===== src/rtl/data_write_buffer.sv =====
`timescale 1ns/1ps
// -----------------------------------------------------------------------------
// data_write_buffer
//
// Posted-write buffer between the data cache memory-side port and a single-port
// block RAM (BM). Cache writes are pushed into a small FIFO and drained to BM
// whenever the port is not needed by a read miss. Reads that hit a pending
// write are forwarded from the FIFO (youngest matching entry); all other reads
// go to BM. Every accepted request completes with a one-cycle data_ok pulse.
//
// Ports:
//   clk, rst            - clock, asynchronous active-high reset
//   cache_data_req      - request valid
//   cache_data_wr       - 1 = write, 0 = read
//   cache_data_addr     - word address
//   cache_data_wdata    - write data
//   cache_data_addr_ok  - request accepted this cycle (combinational)
//   cache_data_data_ok  - one-cycle completion pulse
//   cache_data_rdata    - read data, holds its last value between reads
//   bram_ena/wea        - BM enable / write enable
//   bram_addr/din       - BM address / write data
//   bram_dout           - BM read data, valid one cycle after a read enable
//   wb_empty            - FIFO holds no entries
// -----------------------------------------------------------------------------
module data_write_buffer #(
    parameter int DATA_WIDTH = 32,
    parameter int ADDR_WIDTH = 10,
    parameter int DEPTH      = 4
) (
    input  logic                  clk,
    input  logic                  rst,
    input  logic                  cache_data_req,
    input  logic                  cache_data_wr,
    input  logic [ADDR_WIDTH-1:0] cache_data_addr,
    input  logic [DATA_WIDTH-1:0] cache_data_wdata,
    output logic                  cache_data_addr_ok,
    output logic                  cache_data_data_ok,
    output logic [DATA_WIDTH-1:0] cache_data_rdata,
    output logic                  bram_ena,
    output logic                  bram_wea,
    output logic [ADDR_WIDTH-1:0] bram_addr,
    output logic [DATA_WIDTH-1:0] bram_din,
    input  logic [DATA_WIDTH-1:0] bram_dout,
    output logic                  wb_empty
);

    localparam int PTR_W = $clog2(DEPTH);
    localparam int CNT_W = PTR_W + 1;
    localparam logic [CNT_W-1:0] FULL_CNT = CNT_W'(DEPTH);

    // FIFO storage and bookkeeping
    logic [ADDR_WIDTH-1:0] r_fifo_addr [DEPTH];
    logic [DATA_WIDTH-1:0] r_fifo_data [DEPTH];
    logic [PTR_W-1:0]      r_head;
    logic [PTR_W-1:0]      r_tail;
    logic [CNT_W-1:0]      r_count;

    // Response tracking
    logic                  r_data_ok;
    logic                  r_rd_pend;
    logic                  r_rd_fwd;
    logic [DATA_WIDTH-1:0] r_fwd_data;
    logic [DATA_WIDTH-1:0] r_rdata_hold;

    // Combinational control
    logic                  w_hit;
    logic [DATA_WIDTH-1:0] w_hit_data;
    logic                  w_addr_ok;
    logic                  w_accept;
    logic                  w_push;
    logic                  w_rd_hit;
    logic                  w_rd_miss;
    logic                  w_drain;

    // Search valid entries oldest to youngest so the youngest match wins.
    always_comb begin : hit_search
        logic [PTR_W-1:0] v_idx;
        v_idx      = {PTR_W{1'b0}};
        w_hit      = 1'b0;
        w_hit_data = {DATA_WIDTH{1'b0}};
        for (int k = 0; k < DEPTH; k++) begin
            v_idx = r_head + PTR_W'(k);
            if ((CNT_W'(k) < r_count) && (r_fifo_addr[v_idx] == cache_data_addr)) begin
                w_hit      = 1'b1;
                w_hit_data = r_fifo_data[v_idx];
            end else begin
                w_hit      = w_hit;
            end
        end
    end

    // Acceptance, read hit/miss classification and drain decision.
    always_comb begin
        w_addr_ok = 1'b0;
        if (rst) begin
            w_addr_ok = 1'b0;
        end else if (cache_data_wr) begin
            // A full FIFO refuses writes even if it drains this cycle.
            w_addr_ok = (r_count != FULL_CNT);
        end else begin
            w_addr_ok = 1'b1;
        end
        w_accept  = cache_data_req & w_addr_ok;
        w_push    = w_accept & cache_data_wr;
        w_rd_hit  = w_accept & ~cache_data_wr & w_hit;
        w_rd_miss = w_accept & ~cache_data_wr & ~w_hit;
        // A read miss owns the BM port; draining waits for a free cycle.
        w_drain   = ~rst & ~w_rd_miss & (r_count != {CNT_W{1'b0}});
    end

    // BM port multiplexer: read miss, else drain of the head entry, else idle.
    always_comb begin
        bram_ena  = 1'b0;
        bram_wea  = 1'b0;
        bram_addr = {ADDR_WIDTH{1'b0}};
        bram_din  = {DATA_WIDTH{1'b0}};
        if (w_rd_miss) begin
            bram_ena  = 1'b1;
            bram_addr = cache_data_addr;
        end else if (w_drain) begin
            bram_ena  = 1'b1;
            bram_wea  = 1'b1;
            bram_addr = r_fifo_addr[r_head];
            bram_din  = r_fifo_data[r_head];
        end else begin
            bram_ena  = 1'b0;
        end
    end

    // FIFO entry storage; validity is tracked by head/count, so no reset.
    always_ff @(posedge clk) begin
        if (w_push) begin
            r_fifo_addr[r_tail] <= cache_data_addr;
            r_fifo_data[r_tail] <= cache_data_wdata;
        end
    end

    // Pointers, occupancy and response state.
    always_ff @(posedge clk or posedge rst) begin
        if (rst) begin
            r_head       <= {PTR_W{1'b0}};
            r_tail       <= {PTR_W{1'b0}};
            r_count      <= {CNT_W{1'b0}};
            r_data_ok    <= 1'b0;
            r_rd_pend    <= 1'b0;
            r_rd_fwd     <= 1'b0;
            r_fwd_data   <= {DATA_WIDTH{1'b0}};
            r_rdata_hold <= {DATA_WIDTH{1'b0}};
        end else begin
            if (w_push) begin
                r_tail <= r_tail + PTR_W'(1);
            end
            if (w_drain) begin
                r_head <= r_head + PTR_W'(1);
            end
            case ({w_push, w_drain})
                2'b10:   r_count <= r_count + CNT_W'(1);
                2'b01:   r_count <= r_count - CNT_W'(1);
                default: r_count <= r_count;
            endcase
            r_data_ok <= w_accept;
            r_rd_pend <= w_rd_miss;
            r_rd_fwd  <= w_rd_hit;
            if (w_rd_hit) begin
                r_fwd_data <= w_hit_data;
            end
            // Remember the value just returned so rdata holds between reads.
            if (r_rd_pend) begin
                r_rdata_hold <= bram_dout;
            end else if (r_rd_fwd) begin
                r_rdata_hold <= r_fwd_data;
            end
        end
    end

    // Read data: BM output for a miss, forward register for a hit, else hold.
    always_comb begin
        cache_data_rdata = r_rdata_hold;
        if (r_rd_pend) begin
            cache_data_rdata = bram_dout;
        end else if (r_rd_fwd) begin
            cache_data_rdata = r_fwd_data;
        end else begin
            cache_data_rdata = r_rdata_hold;
        end
    end

    assign cache_data_addr_ok = w_addr_ok;
    assign cache_data_data_ok = r_data_ok;
    assign wb_empty           = (r_count == {CNT_W{1'b0}});

endmodule


===== config.mk =====
export PLATFORM = sky130hd
export DESIGN_NAME = data_write_buffer
export DESIGN_NICKNAME = d
export VERILOG_FILES = /design/src/rtl/data_write_buffer.sv
export SDC_FILE = /design/constraint.sdc
export NUM_CORES = 1
export LEC_CHECK = 0
export ABC_AREA = 1
export ABC_CLOCK_PERIOD_IN_PS = 10200
export BUFFER_PORTS_ARGS = -buffer_cell sky130_fd_sc_hd__buf_2
export CORE_ASPECT_RATIO = 0.5
export CORE_MARGIN = 1.5
export CORE_UTILIZATION = 55
export CTS_CLUSTER_DIAMETER = 120
export DETAILED_ROUTE_END_ITERATION = 10
export PLACE_DENSITY_LB_ADDON = 0.25
export SYNTH_ARGS = -nofsm -noshare
export SYNTH_HDL_FRONTEND = slang
export SYNTH_SLANG_ARGS = --single-unit

===== constraint.sdc =====
create_clock -name clk -period 10.2 [get_ports clk]
set_clock_uncertainty 0.15 [all_clocks]
set_input_delay 0.51 -clock clk [delete_from_list [all_inputs] [get_ports clk]]
set_output_delay 0.51 -clock clk [all_outputs]
set_load 0.03 [all_outputs]

==> out/results.ini, run 1 <==
[layout]
post-route-util_pct = 62.18
drive_gt1_share_pct = 12.63
antennaDiodeCount = 0
nets = 2130
fill_cells = 2340
area_growth_pct = 10.71

[cts]
htreeDepth = 1
cts_sinks = 242
clock_latency_ns = 0.54
cts_setup_buffers = 0
cts_made_buffers = 23
clockRootBuffer = clkbuf_16
cts_hold_buf = 0
path_clk_slew_ns = 0.07
cts_tree = done
cts-resized-gates = 0
clockBufferDepth = 3

[timing]
fmax_mhz = 152.9
final.min_clock_period_ns = 6.538
min_period_over_period_pct = 64.10
maxSlewViolCount = 0
final-setup-viol-count = 0
rsz0062_at_grt = false
tightest_slew_ns = 1.147
hold_viol = 0
slew_headroom_pct = 23.05
tns_ns = 0

[setup_path]
cp-end-kind = primary output
worstPathRequired_ns = 9.54
start_kind = register
arrival_ns = 5.88
r2r_cells = 22
rr_endpoint = r_count[2]
regToRegSetupSlack_ns = 4.31
crit_fanout = 60
critical_path.reg2reg.startpoint = r_head[0]
crit_type = register to primary output

[power_and_ir_drop]
ir_worst_vdd_v = 0.0001522
power_leakage_nw = 7.847
power_density_nw_per_um2 = 262.0

[grt]
gr-total-overflow = 0
first_global_vias = 12680
grt_first_pass_wirelength_mm = 66.52
met1_usage_pct = 40.23
grt-busiest-layer = met2
use_met3_pct = 4.497
grtUsageMet2_pct = 49.96
antenna_found_initial = 0
grt_max_degree = 90
track_usage_pct = 29.72

[die]
rows = 42
dieWidth_um = 235.8
core_area_sq_um = 26540
start_util_pct = 56.17
dieArea_sq_um = 28160
die_y_um = 119.4
ios = 157

[placement]
dpl.hpwl_mm = 27.17
gp_congestion = 0.9369
port_buffers = 156

[yosys]
yosys_warnings = 0
synth_seq_area_share_pct = 46.27
syn_avg_cell_area_sq_um = 7.589
synthCells = 1964
syn-num-nets = 2051
synth-seq-cells = 242
synth_cell_types = 32
netlist_area_sq_um = 14910

[routing]
routed_wl_mm = 41.58
post_drt_via_cell_ratio = 5.668
wire_per_inst_um = 17.25
vias = 13670
first_iter_violations = 1216
drt_pass1_iterations = 8
drtAntennaViolNets = 0
drc = 0

[run]
maxCapViolCount = 0

[min_path]
min_from = cache_data_wdata[9]
holdPathStages = 1
min_path_type = input port to register
whs_endpoint = r_fifo_data[2][9]

[status]
status = complete, no violations

-- flip-flops by register name, summed over array words and instances (netlist names) --
register            cells
r_fifo_data           128
r_fifo_addr            40
r_fwd_data             32
r_rdata_hold           32
r_count                 3
r_head                  2
r_tail                  2
cache_data_data_ok      1
r_rd_fwd                1
r_rd_pend               1
-- cell usage after synthesis (all sizes together) --
library cell | n | area [sq um]
nand2 | 680 | 2572
o21ai | 221 | 1106
nand3 | 175 | 880.9
nor2 | 171 | 706.9
edfxtp | 168 | 5045
inv | 133 | 501.7
dfrtp | 74 | 1852
a21oi | 69 | 345.3
clkbuf | 68 | 255.2
mux2i | 64 | 640.6
buf | 54 | 346.6
nand4 | 32 | 200.2
nand3b | 26 | 195.2
ha | 9 | 112.6
or2 | 7 | 43.79
xor2 | 4 | 35.03
o211ai | 3 | 22.52
nor3 | 2 | 10.01
xnor2 | 2 | 17.52
clkinv | 1 | 3.750
nor3b | 1 | 12.51
-- layer usage --
layer | wire length (um) | vias to the layer above
met5 | 0 | -
met1 | 18070 | 6367
li1 | - | 6638
met4 | 1070 | 0
met3 | 3121 | 96
met2 | 19320 | 564
-- metrics by stage --
stage | power [W] | hold WS (ns) | setup WS (ns) | instances | cell area [sq um]
finish | 0.004324 | 0.03898 | 3.662 | 2411 | 16500
global route | 0.004630 | 0.02905 | 3.162 | 2411 | 16500
CTS | 0.004305 | 0.02084 | 3.757 | 2411 | 16500
detailed placement | 0.003424 | 0.3151 | 4.331 | 2370 | 15720
global placement | 0.003401 | 0.3134 | 4.430 | 2370 | 15720
floorplan | 0.002938 | 0.2991 | 4.955 | 1964 | 14910
-- cells in the final DEF (no fill, tap or decap), types with 2 or more instances in the layout --
cell type,Yosys,routed
nand2_1,674,674
o21ai_0,203,203
nand3_1,174,174
edfxtp_1,168,168
buf_2,25,156
nor2_1,149,145
inv_1,129,128
dfrtp_1,74,72
a21oi_1,69,69
mux2i_1,64,64
nand4_1,32,32
clkbuf_16,0,27
nand3b_1,26,26
nor2_2,20,20
buf_4,8,20
o21ai_1,18,17
ha_1,9,9
or2_2,7,7
nor2_4,2,6
clkbuf_1,68,6
nand2_2,5,5
xor2_1,4,4
clkbuf_8,0,4
inv_2,3,3
o211ai_1,3,3
clkinv_2,0,3
xnor2_1,2,2
nor3_1,2,2
-- critical path, stage by stage (launching register included) --
cell and delay [ns]:
dfrtp_4 0.69, inv_4 0.42, nand2_1 0.12, nand2_2 0.41
buf_4 0.55, nand2_1 0.13, nand2_1 0.10, nand2_1 0.05
nand2_1 0.08, nand3_1 0.13, nor2_4 0.60, nand2_2 0.54
nand2_1 0.30, nor2_1 0.08, nand2_2 0.10, nand2_2 0.13
buf_4 0.36, o21ai_0 0.24, buf_2 0.22
-- power by group --
group	leakage [nW]	total, W	switching (W)	internal [W]
clock	0.381	0.000884	0.000377	0.000508
sequential	2.43	0.00122	0.0000689	0.00115
combinational	5.03	0.00222	0.00159	0.000630
total	7.85	0.00432	0.00204	0.00228
-- worst max path at each step --
stage / startpoint / endpoint / slack [ns] / cells after the start
after floorplan: rst / r_fifo_addr[0][0] / 4.95 / 5
after global placement: r_head[0] / bram_addr[0] / 4.43 / 18
after detailed placement: r_head[0] / bram_addr[9] / 4.33 / 18
after CTS: r_head[0] / bram_addr[9] / 3.76 / 18
after global routing: r_head[0] / bram_addr[4] / 3.16 / 18
final: r_head[0] / bram_addr[9] / 3.66 / 18
-- cell type report --
type | instances | area, sq um | area share [%]
inverter | 134 | 506.7 | 3.071
tap | 352 | 440.4 | 2.669
timing repair buffer | 176 | 930.9 | 5.641
clock inverter | 4 | 26.28 | 0.1592
clock buffer | 37 | 753.2 | 4.564
multi-input combinational | 1466 | 6943 | 42.07
sequential | 242 | 6902 | 41.82
-- kinds of logic (layout without fill, tap and decap cells) --
logic type / after synthesis / in the layout / synth area share (%)
compound gates: 293 / 293 / 9.888
xor+xnor: 6 / 6 / 0.3526
fa+ha+maj: 9 / 9 / 0.7555
buf+inv: 256 / 351 / 7.429
flops: 242 / 242 / 46.27
mux: 64 / 64 / 4.298
simple gates: 1094 / 1094 / 31.01
Note: power is estimated with default switching activity, not from simulation.
==> run 2, diff against run 1 <==
--- a/config.mk
+++ b/config.mk
@@ -6,7 +6,7 @@
 export NUM_CORES = 1
 export LEC_CHECK = 0
 export ABC_AREA = 1
-export ABC_CLOCK_PERIOD_IN_PS = 10200
+export ABC_CLOCK_PERIOD_IN_PS = 6190
 export BUFFER_PORTS_ARGS = -buffer_cell sky130_fd_sc_hd__buf_2
 export CORE_ASPECT_RATIO = 0.5
 export CORE_MARGIN = 1.5
==> constraint.sdc (replaced) <==
create_clock -name clk -period 6.19 [get_ports clk]
set_clock_uncertainty 0.15 [all_clocks]
set_input_delay 0.3095 -clock clk [delete_from_list [all_inputs] [get_ports clk]]
set_output_delay 0.3095 -clock clk [all_outputs]
set_load 0.03 [all_outputs]
==> out/results.ini, run 2 (synthesized netlist as in run 1, its figures left out) <==
[cts]
cts_hold_buf = 76  ; +76
clock_latency_ns = 0.54  ; about the same
cts_made_buffers = 23  ; unchanged
cts_setup_buffers = 0  ; unchanged
clockBufferDepth = 3  ; unchanged
htreeDepth = 1  ; unchanged
cts_sinks = 242  ; unchanged
cts_tree = done
cts-resized-gates = 0  ; unchanged
path_clk_slew_ns = 0.07  ; about the same
clockRootBuffer = clkbuf_16

[timing]
fmax_mhz = 192.9
min_period_over_period_pct = 83.76
slew_headroom_pct = 18.84  ; -4.2 points
hold_viol = 0  ; unchanged
tightest_slew_ns = 1.217  ; +0.07025 ns
tns_ns = 0  ; unchanged
maxSlewViolCount = 0  ; unchanged
final.min_clock_period_ns = 5.185
final-setup-viol-count = 0  ; unchanged
rsz0062_at_grt = false

[routing]
post_drt_via_cell_ratio = 5.642  ; -0.45%
wire_per_inst_um = 17.17  ; -0.45%
routed_wl_mm = 42.89  ; +3.1%
first_iter_violations = 1446  ; +19%
vias = 14090  ; +3.1%
drt_pass1_iterations = 8  ; unchanged
drtAntennaViolNets = 0  ; unchanged
drc = 0  ; unchanged

[die]
die_y_um = 119.4  ; unchanged
ios = 157  ; unchanged
start_util_pct = 56.17  ; unchanged
rows = 42  ; unchanged
dieArea_sq_um = 28160  ; unchanged
dieWidth_um = 235.8  ; unchanged
core_area_sq_um = 26540  ; unchanged

[layout]
nets = 2216  ; +4.0%
largest-register = r_fifo_data
largest_reg_flops = 128  ; unchanged
layout_common_cells = nand2_1 (674), o21ai_0 (203), nand3_1 (174), edfxtp_1 (168), buf_2 (156)
antennaDiodeCount = 0  ; unchanged
final_common_cell = nand2_1
largestRegisters = r_fifo_data x128, r_fifo_addr x40
drive_gt1_share_pct = 12.72  ; +0.094 points
area_growth_pct = 16.08

[status]
status = complete, no violations

[setup_path]
rr_endpoint = r_count[2]
crit_type = register to primary output
regToRegSetupSlack_ns = 1.75  ; -2.56 ns
slowest_delay_ns = 0.66  ; -0.03 ns
crit_fanout = 58  ; -3.3%
worstPathRequired_ns = 5.73  ; -3.81 ns
cp-endpoint = bram_din[3]
cp_common_cell = nand2_1
critPathLaunch = r_head[0]
critical_path.reg2reg.startpoint = r_head[0]
cp-end-kind = primary output
critPathSlowestCell = dfrtp_4
path_cells = inv_4, nand2_1, nand2_2, nand2_1, nand2_1, nand2_1, o21ai_0, inv_1, nand2_1, nor2_1, nand2_2, nand2_1, nor2_1, nand2_2, nand2_2, buf_4, nor2_1, buf_2
arrival_ns = 4.73  ; -1.15 ns
r2r_cells = 21  ; -4.5%
start_kind = register

[grt]
grt_first_pass_wirelength_mm = 68.64  ; +3.2%
antenna_found_initial = 0  ; unchanged
first_global_vias = 13370  ; +5.4%
grt_max_degree = 69  ; -23%
gr-total-overflow = 0  ; unchanged
track_usage_pct = 30.71  ; +0.99 points

[power_and_ir_drop]
power_density_nw_per_um2 = 414.9  ; +58%
ir_worst_vdd_v = 0.0003252  ; +110%
power_leakage_nw = 8.205  ; +4.6%
total_power_w = 0.007179  ; +66%

[run]
maxCapViolCount = 0  ; unchanged

[placement]
port_buffers = 156  ; unchanged
dpl.hpwl_mm = 27.39  ; +0.79%
gp_congestion = 0.9067  ; -3.2%

[min_path]
min_path_type = input port to asynchronous set/reset pin

-- run 2: cell types whose count changed in the layout (fill, tap and decap cells not counted), sizes merged --
cell	change
inv	+2
clkinv	+6
clkinvlp	-1
bufinv	+1
dlygate4sd3	+76
clkbuf	-7
buf	+10
-- run 2: routing by layer --
metal / GRT usage [%] / vias to the layer above / wire (um)
li1: - / 6816 / -
met1: 40.79 / 6575 / 18290
met2: 51.59 / 599 / 20120
met3: 4.520 / 104 / 3305
met4: 11.05 / 0 / 1168
met5: 0 / - / 0
-- run 2: stage by stage --
step	worst slack (ns)	std cells	cell area (sq um)	utilization (%)	hold WS [ns]
after floorplan	1.145	1964	14910	-	0.2584
after global placement	1.705	2380	15800	59.53	0.05392
after detailed placement	1.624	2380	15800	59.53	0.05661
after CTS	1.048	2498	17300	65.20	0.05322
after global routing	0.6430	2498	17300	65.20	0.08132
final	1.005	2498	17300	65.20	0.06323
-- run 2: worst min path at each step --
| stage | start | to | slack [ns] | depth (start not counted) |
|---|---|---|---|---|
| floorplan | cache_data_addr[0] | r_fifo_addr[0][0] | 0.26 | 0 |
| global placement | rst | r_tail[1] | 0.05 | 2 |
| detailed placement | rst | r_tail[1] | 0.06 | 2 |
| CTS | rst | r_tail[1] | 0.05 | 3 |
| global route | rst | r_count[0] | 0.08 | 3 |
| finish | rst | r_count[0] | 0.06 | 3 |
-- run 2: area by class of cell --
cell class | count | area (sq um)
timing repair buffer | 262 | 1767
clock buffer | 30 | 643.1
multi-input combinational | 1466 | 6943
tap | 352 | 440.4
fill | 2219 | 9235
clock inverter | 12 | 101.3
inverter | 134 | 506.7
sequential | 242 | 6902
-- run 2: report_power, final --
group	internal [W]	switching, W	total (W)	leakage [nW]
logic	0.00109	0.00268	0.00377	5.40
registers	0.00189	0.000106	0.00200	2.43
clock network	0.000783	0.000634	0.00142	0.374
-- run 2: critical path: cells and delay by family (launching register included) --
family          cells  cell delay [ns]
simple gates       13             2.09
flops               1             0.66
buf+inv             4             1.25
compound gates      1             0.07
==> run 3, diff against run 2 <==
--- a/config.mk
+++ b/config.mk
@@ -6,7 +6,7 @@
 export NUM_CORES = 1
 export LEC_CHECK = 0
 export ABC_AREA = 1
-export ABC_CLOCK_PERIOD_IN_PS = 6190
+export ABC_CLOCK_PERIOD_IN_PS = 5200
 export BUFFER_PORTS_ARGS = -buffer_cell sky130_fd_sc_hd__buf_2
 export CORE_ASPECT_RATIO = 0.5
 export CORE_MARGIN = 1.5
==> constraint.sdc (replaced) <==
create_clock -name clk -period 5.2 [get_ports clk]
set_clock_uncertainty 0.15 [all_clocks]
set_input_delay 0.26 -clock clk [delete_from_list [all_inputs] [get_ports clk]]
set_output_delay 0.26 -clock clk [all_outputs]
set_load 0.03 [all_outputs]
==> out/results.ini, run 3 (synthesized netlist as in run 1, its figures left out) <==
[routing]
wire_per_inst_um = 17.32  ; +0.91%
drtAntennaViolNets = 0  ; unchanged
post_drt_via_cell_ratio = 5.670  ; +0.49%
routed_wl_mm = 43.33  ; +1.0%
drc = 0  ; unchanged
drt_pass1_iterations = 6  ; -2
vias = 14180  ; +0.61%
first_iter_violations = 1381  ; -4.5%

[cts]
cts-resized-gates = 0  ; unchanged
cts_tree = done
clockBufferDepth = 3  ; unchanged
clock_latency_ns = 0.54  ; about the same
cts_made_buffers = 23  ; unchanged
cts_hold_buf = 77  ; +1.3%
cts_sinks = 242  ; unchanged
path_clk_slew_ns = 0.07  ; about the same
clockRootBuffer = clkbuf_16
cts_setup_buffers = 0  ; unchanged
htreeDepth = 1  ; unchanged

[timing]
tns_ns = 0  ; unchanged
tightest_slew_ns = 1.151  ; -0.06593 ns
min_period_over_period_pct = 89.51
fmax_mhz = 214.8
slew_headroom_pct = 23.15  ; +4.3 points
hold_viol = 0  ; unchanged
final-setup-viol-count = 0  ; unchanged
rsz0062_at_grt = false
final.min_clock_period_ns = 4.655
maxSlewViolCount = 0  ; unchanged

[setup_path]
arrival_ns = 4.24  ; -0.49 ns
crit_type = register to primary output
cp-end-kind = primary output
critPathLaunch = r_head[0]
crit_fanout = 49  ; -16%
worstPathRequired_ns = 4.79  ; -0.94 ns
start_kind = register
critical_path.reg2reg.startpoint = r_head[0]
rr_endpoint = r_fwd_data[16]
regToRegSetupSlack_ns = 1.11  ; -0.64 ns
r2r_cells = 13  ; -38%
cp-endpoint = bram_din[7]

[die]
dieWidth_um = 235.8  ; unchanged
start_util_pct = 56.17  ; unchanged
rows = 42  ; unchanged
core_area_sq_um = 26540  ; unchanged
die_y_um = 119.4  ; unchanged
ios = 157  ; unchanged
dieArea_sq_um = 28160  ; unchanged

[run]
maxCapViolCount = 0  ; unchanged

[layout]
antennaDiodeCount = 0  ; unchanged
layout_common_cells = nand2_1 (674), o21ai_0 (203), nand3_1 (174), edfxtp_1 (168), buf_2 (156)
post-route-util_pct = 65.38  ; +0.18 points
nets = 2220  ; +0.18%
regArea_sq_um = 6902  ; unchanged
drive_gt1_share_pct = 12.75  ; +0.029 points
largestRegisters = r_fifo_data x128, r_fifo_addr x40
largest_reg_flops = 128  ; unchanged
final_common_cell = nand2_1
area_growth_pct = 16.41
multi_input_area_sq_um = 6943  ; unchanged
largest-register = r_fifo_data
fill_cells = 2197  ; -0.99%

[power_and_ir_drop]
total_power_w = 0.008596  ; +20%
power_density_nw_per_um2 = 495.4  ; +19%
ir_worst_vdd_v = 0.0003932  ; +21%
power_leakage_nw = 8.228  ; +0.28%

[grt]
first_global_vias = 13550  ; +1.4%
grt-busiest-layer = met2
use_met3_pct = 5.308  ; +0.79 points
gr-total-overflow = 0  ; unchanged
antenna_found_initial = 0  ; unchanged
grt_max_degree = 71  ; +2.9%
grt_first_pass_wirelength_mm = 69.77  ; +1.6%
grtUsageMet2_pct = 52.55  ; +0.96 points
met1_usage_pct = 41.05  ; +0.26 points
track_usage_pct = 31.24  ; +0.53 points

[placement]
port_buffers = 156  ; unchanged
gp_congestion = 0.9585  ; +5.7%
dpl.hpwl_mm = 27.77  ; +1.4%

[min_path]
min_path_type = input port to register

[status]
status = complete, no violations

==> run 3: cell types whose count changed in the layout (fill, tap and decap cells not counted), sizes merged <==
cell         before  now
inv             135  133
buf             186  189
clkbuf           30   31
dlygate4sd3      76   77
clkinv           10    9
clkinvlp          0    1
==> run 3: worst min-delay path by stage <==
stage / cells after the start / slack (ns) / to / startpoint
3_3_place_gp: 2 / -0.009 / r_tail[1] / rst
6_report: 4 / 0.05 / cache_data_data_ok / cache_data_wr
3_5_place_dp: 2 / -0.01 / r_tail[1] / rst
4_1_cts: 4 / 0.03 / cache_data_data_ok / cache_data_wr
2_1_floorplan: 0 / 0.21 / r_fifo_addr[0][0] / cache_data_addr[0]
5_1_grt: 4 / 0.16 / cache_data_data_ok / cache_data_wr
==> run 3: metal layers <==
layer	vias up	wire length, um
li1	6828	-
met1	6622	18000
met2	638	20550
met3	92	3619
met4	0	1164
met5	-	0
==> run 3: final cells by class <==
cell class                 instances  area share (%)
clock inverter                    10          0.4471
inverter                         134           2.920
clock buffer                      31           3.865
sequential                       242           39.78
tap                              352           2.538
multi-input combinational       1466           40.01
timing repair buffer             266           10.44
==> run 3: critical path, cell delays in order, from the launching register on <==
cell	delay, ns
dfrtp_4	0.62
inv_4	0.42
nand2_1	0.13
nand2_2	0.47
nand2_1	0.14
nand2_1	0.10
nand2_1	0.05
nand2_1	0.11
nand3_1	0.13
nor2_4	0.14
nand2_2	0.07
nand2_1	0.13
nor2_1	0.07
nand2_2	0.10
nand2_2	0.26
buf_4	0.33
nor2_1	0.17
buf_2	0.23
==> run 3: stage by stage <==
stage	instance area [sq um]	hold WS (ns)	instances	setup slack, ns
detailed placement	15830	-0.01252	2383	1.153
global placement	15830	-0.009360	2383	1.259
finish	17350	0.04868	2501	0.5454
floorplan	14910	0.2089	1964	0.2049
global route	17350	0.1618	2501	0.1853
CTS	17350	0.02860	2501	0.5717
==> run 3: report_power, final <==
part | switching (W) | internal, W
Sequential | 0.000114 | 0.00225
Clock | 0.000749 | 0.000954
Combinational | 0.00322 | 0.00131
Total | 0.00408 | 0.00451
